<file path="src/rtl/seg_scan_driver_pkg.sv">
// Shared definitions for the seven-segment scan driver and related display blocks:
// mode codes, edit-position mapping and segment patterns.
package seg_scan_driver_pkg;

    localparam logic [1:0] MODE_NORMAL  = 2'b00;
    localparam logic [1:0] MODE_SET_CLK = 2'b01;
    localparam logic [1:0] MODE_SET_ALM = 2'b10;

    localparam int NUM_DIGITS = 6;

    localparam logic [2:0] POS_NONE = 3'd0;

    typedef enum logic {
        ST_BLANK = 1'b0,
        ST_SHOW  = 1'b1
    } scan_state_t;

    // Segment order {g,f,e,d,c,b,a}, active-high.
    localparam logic [6:0] SEG_0    = 7'h3F;
    localparam logic [6:0] SEG_1    = 7'h06;
    localparam logic [6:0] SEG_2    = 7'h5B;
    localparam logic [6:0] SEG_3    = 7'h4F;
    localparam logic [6:0] SEG_4    = 7'h66;
    localparam logic [6:0] SEG_5    = 7'h6D;
    localparam logic [6:0] SEG_6    = 7'h7D;
    localparam logic [6:0] SEG_7    = 7'h07;
    localparam logic [6:0] SEG_8    = 7'h7F;
    localparam logic [6:0] SEG_9    = 7'h6F;
    localparam logic [6:0] SEG_DASH = 7'h40;
    localparam logic [6:0] SEG_OFF  = 7'h00;

    // Positions 1..6 address slots 0..5; 0 and 7 address nothing.
    function automatic logic pos_valid(input logic [2:0] p);
        return (p >= 3'd1) && (p <= 3'd6);
    endfunction

    function automatic logic [2:0] pos_to_slot(input logic [2:0] p);
        return p - 3'd1;
    endfunction

    function automatic logic is_edit_mode(input logic [1:0] m);
        return (m == MODE_SET_CLK) || (m == MODE_SET_ALM);
    endfunction

endpackage

</file>
<file path="src/rtl/seg_scan_driver_bcd_to_seg7.sv">
// Combinational BCD to seven-segment encoder; non-decimal codes show a dash.
module bcd_to_seg7
    import seg_scan_driver_pkg::*;
(
    input  logic [3:0] bcd,
    output logic [6:0] seg
);

    always_comb begin
        seg = SEG_DASH;
        case (bcd)
            4'd0: seg = SEG_0;
            4'd1: seg = SEG_1;
            4'd2: seg = SEG_2;
            4'd3: seg = SEG_3;
            4'd4: seg = SEG_4;
            4'd5: seg = SEG_5;
            4'd6: seg = SEG_6;
            4'd7: seg = SEG_7;
            4'd8: seg = SEG_8;
            4'd9: seg = SEG_9;
            default: seg = SEG_DASH;
        endcase
    end

endmodule

</file>
<file path="src/rtl/seg_scan_driver.sv">
// Six-digit multiplexed seven-segment driver with inter-digit blanking,
// per-frame digit snapshots, edit-digit blinking and hour leading-zero blanking.
module seg_scan_driver
    import seg_scan_driver_pkg::*;
#(
    parameter int SLOT_CYCLES  = 50000,
    parameter int BLANK_CYCLES = 500,
    parameter int HOUR_LZB     = 1
) (
    input  logic       clk,
    input  logic       rst_n,
    input  logic [3:0] sec_ones,
    input  logic [2:0] sec_tens,
    input  logic [3:0] min_ones,
    input  logic [2:0] min_tens,
    input  logic [3:0] hour_ones,
    input  logic [1:0] hour_tens,
    input  logic [1:0] mode,
    input  logic [2:0] pos,
    input  logic       blink,
    output logic [6:0] seg,
    output logic [5:0] dig_sel,
    output logic       frame_start
);

    localparam int CW = (SLOT_CYCLES > 2) ? $clog2(SLOT_CYCLES) : 2;
    localparam logic [CW-1:0] CNT_LAST  = CW'(SLOT_CYCLES - 1);
    localparam logic [CW-1:0] BLANK_END = CW'(BLANK_CYCLES);
    localparam logic [2:0]    IDX_LAST  = 3'(NUM_DIGITS - 1);

    logic [CW-1:0]   cnt_reg, cnt_next;
    logic [2:0]      idx_reg, idx_next;
    scan_state_t     state_reg, state_next;
    logic [23:0]     snap_reg, snap_next;
    logic            first_reg;
    logic [6:0]      seg_reg, seg_next;
    logic [5:0]      dig_sel_reg, dig_sel_next;
    logic            frame_start_reg;

    logic            wrap;
    logic            take_snap;
    logic [23:0]     live_digits;
    logic [3:0]      snap_digit [NUM_DIGITS];
    logic [5:0]      slot_dig_sel;
    logic [3:0]      cur_digit;
    logic [6:0]      enc_seg;
    logic            alarm_blank, blink_blank, lzb_blank;

    // Narrow fields are zero-extended so every slot is a uniform 4-bit code.
    assign live_digits = {2'b00, hour_tens, hour_ones,
                          1'b0,  min_tens,  min_ones,
                          1'b0,  sec_tens,  sec_ones};

    generate
        for (genvar gi = 0; gi < NUM_DIGITS; gi++) begin : g_slot
            assign snap_digit[gi]   = snap_reg[4*gi +: 4];
            assign slot_dig_sel[gi] = (idx_reg != 3'(gi));
        end
    endgenerate

    always_comb begin
        cur_digit = 4'd0;
        case (idx_reg)
            3'd0: cur_digit = snap_digit[0];
            3'd1: cur_digit = snap_digit[1];
            3'd2: cur_digit = snap_digit[2];
            3'd3: cur_digit = snap_digit[3];
            3'd4: cur_digit = snap_digit[4];
            3'd5: cur_digit = snap_digit[5];
            default: cur_digit = 4'd0;
        endcase
    end

    bcd_to_seg7 u_enc (
        .bcd (cur_digit),
        .seg (enc_seg)
    );

    // Counter, slot index, snapshot and scan state.
    always_comb begin
        wrap       = (cnt_reg == CNT_LAST);
        cnt_next   = wrap ? '0 : cnt_reg + 1'b1;
        idx_next   = idx_reg;
        if (wrap) begin
            idx_next = (idx_reg == IDX_LAST) ? 3'd0 : idx_reg + 3'd1;
        end
        take_snap  = first_reg || (wrap && (idx_reg == IDX_LAST));
        snap_next  = take_snap ? live_digits : snap_reg;
        state_next = (cnt_next < BLANK_END) ? ST_BLANK : ST_SHOW;
    end

    // Blink and mode come in live; only the digits are frame-coherent.
    always_comb begin
        alarm_blank = (mode == MODE_SET_ALM) && (idx_reg < 3'd2);
        blink_blank = is_edit_mode(mode) && pos_valid(pos) &&
                      (pos_to_slot(pos) == idx_reg) && !blink;
        lzb_blank   = (HOUR_LZB != 0) && !is_edit_mode(mode) &&
                      (idx_reg == IDX_LAST) && (snap_digit[5] == 4'd0);

        seg_next     = SEG_OFF;
        dig_sel_next = 6'b111111;
        if (state_reg == ST_SHOW) begin
            dig_sel_next = slot_dig_sel;
            if (alarm_blank || blink_blank || lzb_blank) begin
                seg_next = SEG_OFF;
            end else begin
                seg_next = enc_seg;
            end
        end
    end

    always_ff @(posedge clk) begin
        if (!rst_n) begin
            cnt_reg         <= '0;
            idx_reg         <= 3'd0;
            state_reg       <= ST_BLANK;
            snap_reg        <= '0;
            first_reg       <= 1'b1;
            seg_reg         <= SEG_OFF;
            dig_sel_reg     <= 6'b111111;
            frame_start_reg <= 1'b0;
        end else begin
            cnt_reg         <= cnt_next;
            idx_reg         <= idx_next;
            state_reg       <= state_next;
            snap_reg        <= snap_next;
            first_reg       <= 1'b0;
            seg_reg         <= seg_next;
            dig_sel_reg     <= dig_sel_next;
            frame_start_reg <= take_snap;
        end
    end

    assign seg         = seg_reg;
    assign dig_sel     = dig_sel_reg;
    assign frame_start = frame_start_reg;

endmodule

</file>
<file path="config.mk">
export PLATFORM = sky130hd
export DESIGN_NAME = seg_scan_driver
export DESIGN_NICKNAME = d
export VERILOG_FILES = /design/src/rtl/seg_scan_driver_pkg.sv /design/src/rtl/seg_scan_driver_bcd_to_seg7.sv /design/src/rtl/seg_scan_driver.sv
export SDC_FILE = /design/constraint.sdc
export NUM_CORES = 1
export LEC_CHECK = 0
export ABC_AREA = 1
export BUFFER_PORTS_ARGS = -buffer_cell sky130_fd_sc_hd__buf_2
export CAP_MARGIN = 5
export CORE_MARGIN = 3
export CORE_UTILIZATION = 57
export DETAILED_ROUTE_END_ITERATION = 12
export GPL_TIMING_DRIVEN = 0
export PLACE_DENSITY = 0.86
export REMOVE_ABC_BUFFERS = 1
export SETUP_SLACK_MARGIN = 0.5
export SLEW_MARGIN = 20
export SYNTH_ARGS = -nofsm -noshare
export SYNTH_HDL_FRONTEND = slang
export SYNTH_SLANG_ARGS = --single-unit
</file>
<file path="constraint.sdc">
create_clock -name clk -period 2.4 [get_ports clk]
set_input_delay 0.24 -clock clk [delete_from_list [all_inputs] [get_ports clk]]
set_output_delay 0.24 -clock clk [all_outputs]
set_load 0.03 [all_outputs]
</file>
==> summary.md <==
| Metric | Value |
|---|---|
| Drt wl/cell | approximately 13 µm |
| Finish-stage setup viols | 0 |
| Seq/Total Area, Yosys | 0.382 |
| Max_cap viols | 0 |
| Final setup margin | roughly 570 ps |
| Synth top area share | 0.382 |
| Rel. slew slack | 0.372 |
| Ports | 42 |
| Tot GR Track Use | 0.223 |
| Vias post-DR | 2,779 |
| Synth area leader | dfxtp_1 |
| DIE WIDTH | between 70 and 80 µm |
| Delay-heaviest family, CP | simple AND/OR/NAND/NOR gates |
| #FFs+latches synth | between 50 and 60 |
| Number of global-route vias before repair | around 2,400 |
| Hold buffer count at cts | 0 |
| Worst flop-to-flop path endpoint | seg[3]$_SDFF_PP0_ |
| Crit end category | flip-flop |
| Ys Warns | 0 |
| GPL Wtd Cong | approximately 0.94 |
| Detailed placement HPWL | ~4600 µm |
| Count of different cell masters after synthesis | 33 |
| Power Density | roughly 480 nW/µm² |
| Syn-to-layout area delta | 16.7% |
| R2R depth | 10 |
| Min-delay src | sec_ones[0] |
| Hold EP | snap_reg[0]$_SDFFE_PN0P_ |
| Hold Path Cell Cnt | 3 |
| Worst Setup Path Type | flip-flop to flip-flop |
| Final net count | roughly 500 |
| Slew Limit Fails | 0 |
| Dpl cell area | 3120 µm² |
| Post-Syn Area | 2880 µm² |
| Hold Path Class | input pin to flip-flop |
| Clk slew on worst S/H paths | 100 ps |
| Syn Area/Cell | between 6 and 7 µm² |
| Fin crit share | 0.761 |
| Global-route wire length before repair | 10,800 µm |
| Placed cells | a little over 500 |
| CP Max Fanout | 6 |
| CP max stage cell | dfxtp_4 |
| Inserted Clock Buffers | 5 |
| Ant diodes | 0 |
| H-Tree Depth | 2 |
| FILL cells | about 400 |
| Status | finished, final reports clean |
| Crit path required time | about 2600 ps |
| Rows | 25 |
| RR Startpoint | idx_reg[1]$_SDFFE_PN0N_ |
| Flip-flop count of the largest register after layout | 20 |
| DIE HEIGHT | ~77 µm |
| Max Freq | roughly 550 MHz |
| Worst Hold Slack | about 180 ps |
| Min Clock Period, post-route | 1830 ps |
| Largest net degree at the start of global routing | 35 |
| Clk Latency, worst-skew pair | about 310 ps |
| DRT Pass-1 Iters | 5 |
| Most common cell after layout, fill and taps aside | nand2_1 |
| Setup WS pre-CTS | 319 ps |
| Most frequent cells in the layout | nand2_1, dfxtp_1, nor2_1, inv_1, buf_2 |
| Pleak | between 0.001 and 0.0015 µW |
| CORE AREA | about 4800 µm² |
| Leading post-synthesis cells by cell area | dfxtp_1, nand2_1, nand3_1, nor2_1, inv_1 |
| DR vias/cell | between 5 and 6 |
| CTS tree | built |
| Die footprint | a little under 6000 µm² |
| Final hold violations | 0 |
| Synthesized instance count | 415 |
| Worst path most repeated cell | nand2_1 |
| Clk sinks | 55 |
| Residual DRC | 0 |
| Port bufs | 41 |
| CP Data Arrival Time | roughly 2100 ps |
| Reg2reg setup slack | 570 ps |
| Initial Utilization | 0.599 |
| Slew @ Worst Pin | approximately 940 ps |
| CP Launch Type | flip-flop |
| Initial antenna violation count | 0 |
| Fin area | roughly 3400 µm² |
| Setup TNS | 0 ps |
| Detailed Route Iter0 Violations | roughly 250 |
| Layout cells sized above 1 | 0.247 |
| CTS max path bufs | 2 |
| Skew final | about 14 ps |
| RSZ-0062 raised after global routing | yes |
| CP Cell Sequence | nand2_2 > inv_2 > ha_4 > a22oi_2 > nand3_2 > ha_1 > nand3b_1 > nand2_1 > nand2_1 > a21oi_2 |
| Delay of the slowest critical-path stage | around 380 ps |
| Post-Route WL | approximately 6900 µm |
| Finished Layout Cells | 524 |
| Root Driver | clkbuf_8 |
| Remaining antenna violation count | 0 |
| Bufs and invs on worst path | 1 |
| GRT overflow | 0 |
| Peak supply drop | about 0.32 mV |
metrics by stage:
stage / utilization / power, µW
2_1_floorplan: - / 1070
3_3_place_gp: 0.648 / 1110
3_5_place_dp: 0.648 / 1120
4_1_cts: 0.671 / 1620
5_1_grt: 0.699 / 1700
6_report: 0.699 / 1620
layout make-up:
cell class / instances / area, µm² / share of cell area
Multi-Input combinational cell: 293 / 1630 / 0.485
Sequential cell: 55 / 1110 / 0.331
Clock buffer: 6 / 72.6 / 0.0216
Timing Repair Buffer: 44 / 228 / 0.0677
Inverter: 57 / 219 / 0.0651
Tap cell: 67 / 83.8 / 0.0249
Clock inverter: 2 / 16.3 / 0.00483
cells in the mapped netlist, drive strengths merged:
cell and n:
a21oi 33, a22oi 1, buf 7, clkbuf 5, clkinv 2, dfxtp 55, ha 12, inv 55
nand2 90, nand3 46, nand3b 1, nand4 7, nor2 54, nor3 5, nor4 1, o21ai 31
o21bai 2, or2 2, xnor2 3, xor2 3
tightest hold or removal path: stages:
cell and delay, ps:
buf_2 90, o21ai_0 60, a21oi_1 60
worst max-delay path by stage:
stage | start | endpoint | slack (ps) | cells after the start
after global routing | idx_reg[0]$_SDFFE_PN0N_ | seg[5]$_SDFF_PP0_ | 470 | 13
after global placement | idx_reg[2]$_SDFFE_PN0N_ | seg[5]$_SDFF_PP0_ | 410 | 12
after CTS | cnt_reg[0]$_SDFF_PP0_ | snap_reg[9]$_SDFFE_PN0P_ | 500 | 7
after detailed placement | cnt_reg[0]$_SDFF_PP0_ | snap_reg[9]$_SDFFE_PN0P_ | 320 | 7
after floorplan | idx_reg[2]$_SDFFE_PN0N_ | seg[5]$_SDFF_PP0_ | 650 | 12
final | idx_reg[1]$_SDFFE_PN0N_ | seg[3]$_SDFF_PP0_ | 570 | 10
cells by family after synthesis:
group / share of synthesized area
compound gates: 0.121
buf+inv: 0.0946
flops: 0.382
simple gates: 0.332
fa+ha+maj: 0.0521
xor+xnor: 0.0182
layer usage:
metal	vias to the layer above	GRT usage	wire, µm
met5	-	0	0
li1	1409	-	-
met4	0	0.0730	91
met3	11	0.0458	435
met2	111	0.348	3240
met1	1248	0.307	3100
report_power, final:
part           internal [µW]  total (µW)  switching, µW
clock                    210         513            303
combinational           64.0         153           88.7
sequential               934         954           20.4
total                   1210        1620            412
timing repair:
item | 4_1_cts | 5_1_grt
pin swaps | 1 | 8
hold endpoints to repair | 0 | 0
resized for setup | 7 | 30
endpoints found under the setup margin | 28 | 28
cloned | 0 | 2
setup buffers | 1 | 2
Note: power is estimated with default switching activity, not from simulation.
